===== config.mk =====
export PLATFORM = sky130hd
export DESIGN_NAME = iotdf_filter_ctrl
export DESIGN_NICKNAME = d
export VERILOG_FILES = /design/src/rtl/iotdf_pkg.sv /design/src/rtl/iotdf_byte_asm.sv /design/src/rtl/iotdf_filter_ctrl.sv
export SDC_FILE = /design/constraint.sdc
export NUM_CORES = 1
export LEC_CHECK = 0
export CORE_ASPECT_RATIO = 1.2
export CORE_MARGIN = 4
export CORE_UTILIZATION = 26
export CTS_CLUSTER_DIAMETER = 30
export DETAILED_ROUTE_END_ITERATION = 7
export PLACE_DENSITY = 0.63
export SLEW_MARGIN = 20
export SYNTH_ARGS = -nofsm -noshare
export SYNTH_HDL_FRONTEND = slang
export SYNTH_SLANG_ARGS = --single-unit

===== constraint.sdc =====
create_clock -name clk -period 3.05 [get_ports clk]
set_input_delay 0.4575 -clock clk [delete_from_list [all_inputs] [get_ports clk]]
set_output_delay 0.4575 -clock clk [all_outputs]
set_load 0.02 [all_outputs]

===== src/rtl/iotdf_pkg.sv =====
// Shared definitions for the IoT range-filter sequencer.
// State encoding, function code and word width.
package iotdf_pkg;

   localparam int WORD_W = 128;

   localparam logic [2:0] ST_IDLE = 3'b000;
   localparam logic [2:0] ST_LOAD = 3'b001;
   localparam logic [2:0] ST_PROC = 3'b010;
   localparam logic [2:0] ST_OUT  = 3'b011;

   localparam logic [2:0] FN_RANGE = 3'd4;

   typedef enum logic [2:0] {
      IDLE = ST_IDLE,
      LOAD = ST_LOAD,
      PROC = ST_PROC,
      OUT  = ST_OUT
   } state_t;

endpackage


===== src/rtl/iotdf_byte_asm.sv =====
// Byte-serial word assembler: MSB-first shift register
// plus byte index, with shift/clear controls from the FSM.
module iotdf_byte_asm
   import iotdf_pkg::*;
#(
   parameter int WORD_BYTES = 16
) (
   input  logic                    clk,
   input  logic                    rst,
   input  logic                    shift,
   input  logic                    clear,
   input  logic [7:0]              byte_in,
   output logic [8*WORD_BYTES-1:0] data,
   output logic [7:0]              cycle_cnt,
   output logic                    last
);

   assign last = (cycle_cnt == 8'(WORD_BYTES - 1));

   // shift accepted bytes in and track the byte index
   always_ff @(posedge clk or negedge rst) begin
      if (!rst) begin
         data      <= '0;
         cycle_cnt <= '0;
      end else begin
         if (shift)
            data <= {data[8*WORD_BYTES-9:0], byte_in};
         if (clear)
            cycle_cnt <= '0;
         else if (shift)
            cycle_cnt <= cycle_cnt + 8'd1;
      end
   end

endmodule


===== src/rtl/iotdf_filter_ctrl.sv =====
// Sequencer for the IoT range-filter datapath.
// Optional pass counter output enabled by PASS_CNT_EN.
module iotdf_filter_ctrl
   import iotdf_pkg::*;
#(
   parameter int WORD_BYTES  = 16,
   parameter int ROUND_WORDS = 64
) (
   input  logic                    clk,
   input  logic                    rst,
   input  logic                    in_en,
   input  logic [7:0]              iot_in,
   input  logic [2:0]              fn_sel,
   input  logic [8*WORD_BYTES-1:0] filt_result,
   input  logic                    filt_hit,
   output logic [2:0]              state,
   output logic [8*WORD_BYTES-1:0] data,
   output logic [5:0]              cnt,
   output logic [7:0]              cycle_cnt,
   output logic [2:0]              fn_sel_q,
   output logic                    busy,
   output logic                    valid,
   output logic [8*WORD_BYTES-1:0] iot_out,
   output logic                    round_done
`ifdef PASS_CNT_EN
   ,
   output logic [7:0]              pass_cnt
`endif
);

   localparam logic [5:0] CNT_LAST = 6'(ROUND_WORDS - 1);

   state_t cur, nxt;
   logic   accept;
   logic   last;
   logic   busy_d;
   logic   valid_d;
   logic   proc;
   logic   wrap;

   assign state = cur;
   assign proc  = (cur == PROC);
   assign wrap  = (cnt == CNT_LAST);

   iotdf_byte_asm #(
      .WORD_BYTES(WORD_BYTES)
   ) u_asm (
      .clk      (clk),
      .rst      (rst),
      .shift    (accept),
      .clear    (accept && last),
      .byte_in  (iot_in),
      .data     (data),
      .cycle_cnt(cycle_cnt),
      .last     (last)
   );

   // state register
   always_ff @(posedge clk or negedge rst) begin
      if (!rst)
         cur <= IDLE;
      else
         cur <= nxt;
   end

   // next state, byte acceptance and handshake flags
   always_comb begin
      nxt     = cur;
      busy_d  = busy;
      valid_d = 1'b0;
      accept  = 1'b0;
      unique case (cur)
         IDLE, LOAD: begin
            if (in_en && !busy) begin
               accept = 1'b1;
               if (last) begin
                  nxt    = PROC;
                  busy_d = 1'b1;
               end else begin
                  nxt = LOAD;
               end
            end
         end
         PROC: begin
            if (filt_hit) begin
               nxt     = OUT;
               valid_d = 1'b1;
            end else begin
               nxt    = LOAD;
               busy_d = 1'b0;
            end
         end
         OUT: begin
            nxt    = LOAD;
            busy_d = 1'b0;
         end
         default: nxt = IDLE;
      endcase
   end

   // word counter, captured result and round bookkeeping
   always_ff @(posedge clk or negedge rst) begin
      if (!rst) begin
         busy       <= 1'b0;
         valid      <= 1'b0;
         cnt        <= '0;
         round_done <= 1'b0;
         iot_out    <= '0;
         fn_sel_q   <= '0;
      end else begin
         busy       <= busy_d;
         valid      <= valid_d;
         round_done <= proc && wrap;
         if (proc)
            cnt <= wrap ? 6'd0 : cnt + 6'd1;
         if (proc && filt_hit)
            iot_out <= filt_result;
         if (accept && cycle_cnt == 8'd0 && cnt == 6'd0)
            fn_sel_q <= fn_sel;
      end
   end

`ifdef PASS_CNT_EN
   // saturating count of passing words, cleared after each round
   always_ff @(posedge clk or negedge rst) begin
      if (!rst)
         pass_cnt <= '0;
      else if (round_done)
         pass_cnt <= '0;
      else if (valid && pass_cnt != 8'hFF)
         pass_cnt <= pass_cnt + 8'd1;
   end
`endif

endmodule


==> run_results.csv <==
group,metric,value,unit
status,outcome,"finished, final reports clean",
routing,drc,0,
clock_network,cts_tree,"done",
pwr,comb_power_share,0.160,
die,die_x,192,um
cells_and_area,fillers,3661,
pwr,leakage,0.00858,uW
pwr,p_sw_frac,0.262,
synthesis,synth-simple-area-share,0.159,
die,rows,80,
pwr,p_switching,3820,uW
synthesis,synth_top_area_share,0.658,
critical_path,crit_chain,"clkdlybuf4s50_1",
clock_network,clock_latency,0.55,ns
die,die_h,229,um
flow_run,drv_cap,0,
cells_and_area,diodes,0,
timing,clock_skew,0.0235,ns
die,die-area,44000,um2
timing,fin_tns_setup,0,ns
clock_network,clock_sinks,278,
routing,vias,8295,
routing,ant_nets,0,
critical_path,critPathKind,"reg2out",
routing,drt-vias-per-instance,4.23,
synthesis,syn-cell-area,10600,um2
pwr,p_seq_frac,0.312,
critical_path,startpoint_type,"flip-flop",
critical_path,path_buf_inv,1,
synthesis,ys_top_cells_by_area,"dfrtp_1 66%, nand2_1 14%, mux2_2 14%",
timing,fmax,0.437,GHz
synthesis,syn_avg_cell_area,11.6,um2
placed_design,io_buffers,420,
synthesis,yosys.area_share.xor_xnor,0.00497,
synthesis,ys_warn_count,0,
clock_network,cts_resized,0,
routing,wirelength,32900,um
synthesis,yosys.area_share.adder,0.00473,
routing,wl_per_cell,16.8,um
clock_network,clockBufferDepth,3,
cells_and_area,nNetsFinal,1523,
critical_path,critPathRequiredTime,2.59,ns
grt,first_global_vias,8871,
synthesis,post_synth_mux_area_share,0.140,
critical_path,cpPeakStageDelay,0.69,ns
cells_and_area,area_growth,69.8,%
grt,antenna_found_initial,1,
synthesis,synthDistinctLibCells,38,
timing,grt_setup_unrepaired,"no",
cells_and_area,utilization,0.450,
clock_network,cts_made_buffers,67,
pwr,p_int,10700,uW
critical_path,cp_top_family,"buffers and inverters",
critical_path,crit_fanout,9,
synthesis,yosysSeqAreaShare,0.658,
die,start_util,0.265,
timing,post-route-min-period,2.29,ns
critical_path,arrival,1.83,ns
synthesis,ys_seq_elements,278,
grt,grt_pass1_wl,51000,um
timing,tightest_slew,0.690,ns
die,core-area,39900,um2
die,design.portCount,422,
grt,track_usage,0.147,
synthesis,synth_fp_nets,1060,
synthesis,synth_compound_area_frac,0.00887,
grt,grt_overflow,0,
critical_path,critPathSlowestCell,"clkdlybuf4s50_1",
hold_path,hp-class,"in2reg",
grt,grt_max_degree,86,
pwr,clkPwrFrac,0.528,
timing,setup_viol_count_final,0,
clock_network,clkTransAtPathRegs,0.05,ns
routing,firstDrtPassIters,4,
clock_network,root_buffer,"clkbuf_16",
critical_path,endpoint_kind,"output port",
timing,maxSlewViolCount,0,
timing,whs,0.439,ns
timing,hold_viol,0,
synthesis,synth_top_family_by_area,"simple AND/OR/NAND/NOR gates",
clock_network,htreeDepth,3,
timing,fin_crit_sh,0.750,
routing,drt_iter0_markers,341,
placed_design,dp_hpwl,23100,um
placed_design,gp_congestion,0.751,
synthesis,synth_cells,913,
pwr,vdd_drop_max,0.583,mV
timing,slew-limit-headroom,0.540,
synthesis,yosys.area.top_type,"dfrtp_1",
cells_and_area,drive_gt1_frac,0.188,
pwr,p_per_area,811,nW/um2
-- power groups by stage --
| stage | clock (uW) | combinational [uW] | sequential (uW) |
|---|---|---|---|
| global route | 8100 | 2520 | 4610 |
| global placement | 0 | 2350 | 4580 |
| CTS | 7870 | 2380 | 4550 |
| detailed placement | 0 | 2370 | 4590 |
| floorplan | 0 | 450 | 5030 |
| finish | 7680 | 2340 | 4540 |
-- cell usage after synthesis --
master,count
nand2_1,394
dfrtp_1,278
mux2_2,131
buf_2,32
clkbuf_1,12
inv_1,9
o21ai_0,7
ha_1,4
nand4_1,4
nand3_1,3
nor3_1,3
nor4_1,3
xnor2_1,3
xor2_1,3
nor2_1,2
nor2b_1,2
or4_1,2
a21boi_0,1
a21oi_1,1
a2bb2oi_1,1
a311o_1,1
a41o_1,1
and3b_1,1
buf_4,1
buf_6,1
conb_1,1
mux2i_1,1
nand3b_1,1
nand4b_1,1
nor3b_1,1
nor3b_2,1
nor4_2,1
nor4bb_1,1
o311ai_0,1
o31a_1,1
or2_2,1
or3_1,1
or3b_1,1
-- through the flow --
step                area [um2]  total power, uW  worst slack, ns  instances
floorplan                10600             5480             1.32        913
global placement         15500             6930            0.689       1839
detailed placement       15500             6960            0.680       1839
CTS                      18000            14800            0.732       1961
global route             18000            15200            0.686       1961
finish                   18000            14600            0.763       1961
-- cells in the final DEF (no fill, tap or decap), types with 3 or more instances in the layout --
| cell | netlist | routed |
|---|---|---|
| nand2_1 | 394 | 394 |
| clkinv_2 | 0 | 9 |
| clkbuf_8 | 0 | 8 |
| clkinvlp_4 | 0 | 5 |
| clkbuf_1 | 12 | 9 |
| nor3_1 | 3 | 3 |
| o21ai_0 | 7 | 7 |
| clkinv_4 | 0 | 3 |
| ha_1 | 4 | 4 |
| mux2_2 | 131 | 131 |
| buf_12 | 0 | 8 |
| bufinv_16 | 0 | 14 |
| dfrtp_1 | 278 | 278 |
| xor2_1 | 3 | 3 |
| clkdlybuf4s50_1 | 0 | 419 |
| nand4_1 | 4 | 4 |
| clkbuf_16 | 0 | 69 |
| nor4_1 | 3 | 3 |
| xnor2_1 | 3 | 3 |
| buf_4 | 1 | 11 |
| inv_1 | 9 | 9 |
| nand3_1 | 3 | 3 |
-- routing by layer --
metal,share of wire,track usage,up-vias
met4,0.019,0.0468,2
li1,-,-,3906
met3,0.083,0.0558,51
met2,0.51,0.254,281
met5,0.00021,0,-
met1,0.39,0.166,4055
-- cell type report --
class / instances / area [um2] / area share
Sequential cell: 278 / 6960 / 0.387
Clock buffer: 86 / 1870 / 0.104
Inverter: 9 / 33.8 / 0.00188
Clock inverter: 35 / 593 / 0.0330
Timing Repair Buffer: 440 / 4460 / 0.248
Tap cell: 533 / 667 / 0.0371
Multi-Input combinational cell: 580 / 3370 / 0.188
-- registers in the layout (all words and copies together), names as in the netlist --
| name | count |
|---|---|
| iot_out | 128 |
| valid | 1 |
| state | 2 |
| busy | 1 |
| u_asm.cycle_cnt | 8 |
| fn_sel_q | 3 |
| round_done | 1 |
| u_asm.data | 128 |
| cnt | 6 |
-- timing repair --
| item | in CTS | in global routing |
|---|---|---|
| setup buffers | 0 | 0 |
| endpoints found under the hold margin | 75 | 0 |
| endpoints found under the setup margin | 0 | 0 |
| hold buffers | 1 | 0 |
-- kinds of logic (layout without fill, tap and decap cells) --
group                      after synthesis  after routing
muxes                                  132            132
and+or+nand+nor                        423            423
other                                    1              1
xor gates and xnor gates                 6              6
buffers and inverters                   55            570
adders and majority gates                4              4
AOI/OAI and AO/OA                       14             14
DFF                                    278            278
-- worst paths after layout --
check,cells past startpoint,to,slack (ns),start
worst max-delay path,1,state[1],0.76,state[1]
worst min-delay path,3,u_asm.data[4],0.44,iot_in[4]
worst max register to register,3,iot_out[51],0.94,state[1]
worst min register to register,2,u_asm.data[122],0.47,u_asm.data[122]
max in group asynchronous,3,iot_out[49],1.70,rst
min in group asynchronous,2,iot_out[113],0.49,rst
-- worst min-delay path: cells and delay by family --
kind	cells	cell delay [ns]
buf+inv	1	0.39
simple gates	2	0.09
Note: power is estimated with default switching activity, not from simulation.
